## src/rtl/mips_pkg.sv

```systemverilog
// Shared definitions for the multicycle MIPS front end: fetch state encoding,
// reset PC, instruction memory geometry and instruction width.
package mips_pkg;

    localparam int          INSTR_W      = 32;
    localparam int          IM_AW_DEF    = 10;
    localparam logic [31:0] PC_RESET_DEF = 32'h0000_3000;

    typedef enum logic [1:0] {
        S_RST   = 2'd0,
        S_FETCH = 2'd1,
        S_HOLD  = 2'd2,
        S_HALT  = 2'd3
    } fetch_state_e;

endpackage

```

## src/rtl/ifu_pc.sv

```systemverilog
// PC register with next-PC selection (pc+4 / redirect target / hold) and a sticky misalignment fault.
// One-edge update; redirect_i wins over advance_i, and a misaligned target leaves the PC untouched.
module ifu_pc
    import mips_pkg::*;
#(
    parameter logic [31:0] PC_RESET = PC_RESET_DEF
) (
    input  logic        clk,
    input  logic        rst_n,
    input  logic        advance_i,
    input  logic        redirect_i,
    input  logic [31:0] redirect_pc_i,
    output logic [31:0] pc_o,
    output logic        fault_o,
    output logic        misalign_o
);

    logic [31:0] pc_q, pc_d;
    logic        fault_q, fault_d;

    assign misalign_o = (redirect_pc_i[1:0] != 2'b00);

    always_comb begin
        pc_d    = pc_q;
        fault_d = fault_q;
        if (redirect_i) begin
            if (misalign_o) begin
                fault_d = 1'b1;
            end else begin
                pc_d = redirect_pc_i;
            end
        end else if (advance_i) begin
            pc_d = pc_q + 32'd4;
        end
    end

    always_ff @(posedge clk or negedge rst_n) begin
        if (!rst_n) begin
            pc_q    <= PC_RESET;
            fault_q <= 1'b0;
        end else begin
            pc_q    <= pc_d;
            fault_q <= fault_d;
        end
    end

    assign pc_o    = pc_q;
    assign fault_o = fault_q;

endmodule

```

## src/rtl/ifu.sv

```systemverilog
// Instruction fetch unit: drives IM from the PC, latches IR/PC and offers them on a valid/ready handshake.
// One edge from PC to ir_valid; IR held stable while ir_ready is low, one instruction per cycle otherwise.
module ifu
    import mips_pkg::*;
#(
    parameter logic [31:0] PC_RESET = PC_RESET_DEF,
    parameter int          IM_AW    = IM_AW_DEF
) (
    input  logic               clk,
    input  logic               rst_n,
    output logic [IM_AW-1:0]   im_addr,
    input  logic [INSTR_W-1:0] im_dout,
    output logic [INSTR_W-1:0] ir,
    output logic [31:0]        ir_pc,
    output logic [31:0]        ir_pc4,
    output logic               ir_valid,
    input  logic               ir_ready,
    input  logic               redirect,
    input  logic [31:0]        redirect_pc,
    output logic               fault,
    output logic [31:0]        fetch_cnt
);

    fetch_state_e       state_q;
    logic [INSTR_W-1:0] ir_q;
    logic [31:0]        ir_pc_q, ir_pc4_q, fetch_cnt_q;
    logic               ir_valid_q;

    logic [31:0] pc;
    logic        misalign;
    logic        redir_eff, handshake, capture;

    // A halted unit ignores redirects entirely; only reset leaves S_HALT.
    assign redir_eff = redirect && (state_q != S_HALT);
    assign handshake = !redir_eff && (state_q == S_HOLD) && ir_valid_q && ir_ready;
    assign capture   = !redir_eff && ((state_q == S_FETCH) || handshake);

    ifu_pc #(
        .PC_RESET (PC_RESET)
    ) u_pc (
        .clk           (clk),
        .rst_n         (rst_n),
        .advance_i     (capture),
        .redirect_i    (redir_eff),
        .redirect_pc_i (redirect_pc),
        .pc_o          (pc),
        .fault_o       (fault),
        .misalign_o    (misalign)
    );

    assign im_addr = pc[IM_AW+1:2];

    always_ff @(posedge clk or negedge rst_n) begin
        if (!rst_n) begin
            state_q     <= S_RST;
            ir_q        <= '0;
            ir_pc_q     <= '0;
            ir_pc4_q    <= '0;
            ir_valid_q  <= 1'b0;
            fetch_cnt_q <= '0;
        end else begin
            if (handshake) begin
                fetch_cnt_q <= fetch_cnt_q + 32'd1;
            end
            if (redir_eff) begin
                ir_valid_q <= 1'b0;
                state_q    <= misalign ? S_HALT : S_FETCH;
            end else begin
                case (state_q)
                    S_RST: state_q <= S_FETCH;
                    S_FETCH, S_HOLD: begin
                        if (capture) begin
                            ir_q       <= im_dout;
                            ir_pc_q    <= pc;
                            ir_pc4_q   <= pc + 32'd4;
                            ir_valid_q <= 1'b1;
                            state_q    <= S_HOLD;
                        end
                    end
                    default: ir_valid_q <= 1'b0;
                endcase
            end
        end
    end

    assign ir        = ir_q;
    assign ir_pc     = ir_pc_q;
    assign ir_pc4    = ir_pc4_q;
    assign ir_valid  = ir_valid_q;
    assign fetch_cnt = fetch_cnt_q;

endmodule

```

## config.mk

```make
export PLATFORM = sky130hd
export DESIGN_NAME = ifu
export DESIGN_NICKNAME = d
export VERILOG_FILES = /design/src/rtl/mips_pkg.sv /design/src/rtl/ifu_pc.sv /design/src/rtl/ifu.sv
export SDC_FILE = /design/constraint.sdc
export NUM_CORES = 1
export LEC_CHECK = 0
export BUFFER_PORTS_ARGS = -buffer_cell sky130_fd_sc_hd__buf_2
export CAP_MARGIN = 40
export CORE_AREA = 2 2 130 132
export DETAILED_ROUTE_END_ITERATION = 6
export DIE_AREA = 0 0 132 134
export HOLD_SLACK_MARGIN = 0.08
export MAX_ROUTING_LAYER = met4
export PLACE_DENSITY_LB_ADDON = 0.3
export SLEW_MARGIN = 10
export SYNTH_ARGS = -nofsm -noshare
export SYNTH_HDL_FRONTEND = slang
export SYNTH_SLANG_ARGS = --single-unit
export TNS_END_PERCENT = 5
```

## constraint.sdc

```tcl
create_clock -name clk -period 4.48 [get_ports clk]
set_input_delay 1.12 -clock clk [delete_from_list [all_inputs] [get_ports clk]]
set_output_delay 1.12 -clock clk [all_outputs]
set_load 0.01 [all_outputs]
```

==> results.sh <==
export IMPL_flow_area_growth_from_synthesis_pct=22.6
export IMPL_worst_r2r_path_depth=4
export IMPL_fp_row_count=47
export IMPL_maxSlewHeadroom_pct=35.7
export IMPL_most_common_library_cell_in_the_layout_ignoring_fill_and_taps="nand2_1"
export IMPL_final_cell_mix="nand2_1, buf_2, dfrtp_1"
export IMPL_synth_yosys_seq_area_share_pct=50.5
export IMPL_port_buffer_count=207
export IMPL_ctsHtreeMaxLevel=4
export IMPL_critPathLaunch="redirect"
export IMPL_clock_skew_final_ns=0.0107
export IMPL_holdBufCountCts=0
export IMPL_timing_critical_path_required_ns=4.78
export IMPL_synth_avg_cell_area_um2=9.01
export IMPL_cts_tree="yes"
export IMPL_setup_total_negative_slack_ns=0
export IMPL_design_die_area_um2=17700
export IMPL_clock_insertion_delay_worst_skew_ns=0.43
export IMPL_grt_usage_pct=25.4
export IMPL_post_route_min_period_ns=2.58
export IMPL_cap_viol_max_count=0
export IMPL_synth_seq_cells=162
export IMPL_fmax_ghz=0.387
export IMPL_vdd_ir_drop_worst_uv=364
export IMPL_worstSetupEndpoint="u_pc.pc_o[11]"
export IMPL_drt_vias_per_instance=5.56
export IMPL_avgRoutedWirePerCell_um=16.7
export IMPL_synth_lib_cells_used_distinct=60
export IMPL_total_power_uw=6820
export IMPL_fin_util_pct=60.4
export IMPL_critical_path_class="input pin to flop"
export IMPL_status="finished clean"
export IMPL_async_flop_share_pct=100
export IMPL_cts_root_buffer_cell="clkbuf_16"
export IMPL_ant_nets=0
export IMPL_timing_hold_violations_final=0
export IMPL_post_route_drc_count=0
export IMPL_detail_route_iter0_violations=616
export IMPL_dp_hpwl_mm=14.7
export IMPL_via_count_of_the_first_global_routing_pass=6958
export IMPL_global_route_wire_length_before_repair_mm=35.2
export IMPL_dominantRegCellSynth="dfrtp_1"
export IMPL_via_count=7180
export IMPL_cp_endpoint_kind="flop"
export IMPL_worstHoldPathType="flop to flop"
export IMPL_power_density_nw_per_um2=693
export IMPL_die_y_um=134
export IMPL_period_share_pct=57.7
export IMPL_post_cts_setup_buffer_count=0
export IMPL_timing_max_transition_violations_final=0
export IMPL_grt_antenna_before_repair=3
export IMPL_globalRouteOverflowTotal=0
export IMPL_setup_reg_to_reg_worst_slack_ns=1.90
export IMPL_grt_max_degree=76
export IMPL_final_nets=1129
export IMPL_core_outline_area_um2=16300
export IMPL_final_design_area_no_fill_um2=9840
export IMPL_critical_path_peak_fanout=30
export IMPL_rr_startpoint="u_pc.pc_o[5]"
export IMPL_detail_route_first_pass_iterations=5
export IMPL_clock_sinks=162
export IMPL_number_of_warnings_printed_during_yosys_synthesis=0
export IMPL_transition_time_at_the_pin_with_the_least_slew_margin_ns=0.955
export IMPL_synth_cells=891
export IMPL_synth_enable_flop_cells=0
export IMPL_ios=208
export IMPL_summed_instance_area_of_the_synthesized_netlist_um2=8030
export IMPL_place_congestion=0.884
export IMPL_cts_path_max_buffers=2
export IMPL_start_util_pct=49.3
export IMPL_syn_nets=965
export IMPL_setup_viol=0
export IMPL_critical_path_reg2reg_endpoint="ir_pc4[30]"
export IMPL_worst_setup_path_start_kind="input pin"
export IMPL_floorplan_die_width_um=132
export IMPL_postRouteWirelength_mm=21.5
export IMPL_cts_repair_resized=0
export IMPL_post_route_cells_drive_above_1_share_pct=25.9
export IMPL_cellLeakagePower_uw=0.00477
export IMPL_fill_cells=1452
export IMPL_cts_reportedPaths_clkPinSlew_ns=0.06
export IMPL_cts_buffers_inserted=17
export IMPL_cell_area_after_placement_um2=9100
export IMPL_min_from="ir[15]"
export IMPL_grt_setup_unrepaired="false"
export IMPL_cp_data_arrival_time_ns=2.88
export IMPL_finalHoldWorstSlack_ns=0.469
==> how the worst min path moves through the flow <==
stage / endpoint / slack [ns] / cells past startpoint
floorplan: ir_pc[0] / 0.43 / 2
global placement: ir_pc[0] / 0.45 / 2
detailed placement: ir_pc[0] / 0.46 / 2
CTS: ir[14] / 0.47 / 2
global route: fetch_cnt[31] / 0.48 / 1
finish: ir[15] / 0.47 / 2
==> through the flow <==
step / cells / setup slack, ns
6_report: 1291 / 1.90
3_5_place_dp: 1256 / 1.49
3_3_place_gp: 1253 / 1.52
2_1_floorplan: 891 / 1.92
4_1_cts: 1288 / 1.94
5_1_grt: 1291 / 1.76
==> cell families (layout without fill, tap and decap cells) <==
kind of cell | after synthesis | after routing | synth area share (%)
AND/OR/NAND/NOR | 475 | 475 | 28.4
flip-flops | 162 | 162 | 50.5
AO/OA/AOI/OAI | 117 | 117 | 9.52
buffers and inverters | 87 | 264 | 5.80
XOR/XNOR | 43 | 43 | 4.69
adder cells (fa/ha/maj) | 6 | 6 | 0.935
multiplexers | 1 | 1 | 0.140
other | 0 | 3 | 0
==> critical path, cell delays in order <==
cell and delay [ns]:
buf_2 0.12, nand2b_2 0.31, buf_4 0.39, a21o_1 0.57, o21ai_0 0.19, o2bb2ai_1 0.16
==> final cells by class <==
cell class	count	area (µm²)	share of cell area (%)
repair buffers	223	1190	12.1
inverters	9	33.8	0.343
clock buffers	19	433	4.40
well taps	220	275	2.80
clock inverters	13	305	3.10
multi-input cells	642	3540	36.0
flip-flops and latches	162	4060	41.2
diodes	3	7.51	0.0763
==> cells in the mapped netlist, types with 2 or more instances <==
cell | number | share of area (%)
nand2_1 | 256 | 12
dfrtp_1 | 160 | 50
nand3_1 | 55 | 3.4
clkbuf_1 | 43 | 2.0
nand4_1 | 38 | 3.0
xnor2_1 | 36 | 3.9
o21ai_0 | 35 | 2.2
nor2_1 | 28 | 1.3
nor3_1 | 24 | 1.5
a21oi_1 | 17 | 1.1
buf_4 | 15 | 1.4
o211ai_1 | 14 | 1.3
or4_1 | 14 | 1.3
a31oi_1 | 11 | 0.86
nor4_1 | 11 | 0.86
and3_1 | 10 | 0.78
inv_1 | 9 | 0.42
nand4b_1 | 9 | 0.98
buf_1 | 7 | 0.33
xor2_1 | 7 | 0.76
ha_1 | 6 | 0.94
and4_1 | 5 | 0.55
buf_6 | 5 | 0.70
o31ai_1 | 5 | 0.47
or3_1 | 5 | 0.39
a22oi_1 | 4 | 0.37
and2_1 | 4 | 0.31
clkbuf_8 | 4 | 0.69
o22ai_1 | 4 | 0.31
o311ai_0 | 4 | 0.44
a31o_2 | 3 | 0.33
nand4_2 | 3 | 0.47
nor2b_1 | 3 | 0.23
o2bb2a_1 | 3 | 0.37
o2bb2ai_1 | 3 | 0.33
a211oi_1 | 2 | 0.19
buf_2 | 2 | 0.12
clkbuf_2 | 2 | 0.12
dfstp_2 | 2 | 0.65
o32ai_1 | 2 | 0.22
or4_4 | 2 | 0.28
==> routing by layer <==
metal	wire length (µm)	GRT usage, %	share of wire (%)
met4	376	9.42	1.7
met5	0	-	0
met1	9530	33.3	44
met2	10200	38.8	47
met3	1390	5.71	6.5
==> flip-flops by register name, summed over array words and instances (netlist names) <==
register / cells
fetch_cnt: 32
ir: 32
ir_pc: 32
ir_pc4: 30
ir_valid: 1
state_q: 2
u_pc.fault_o: 1
u_pc.pc_o: 32
==> power by group <==
group	internal, µW	leakage (µW)	switching (µW)
Sequential	1990	0.00200	521
Clock	1220	0.000356	606
Combinational	939	0.00242	1540
Total	4150	0.00477	2670
Power figures use the tool's default switching activity.
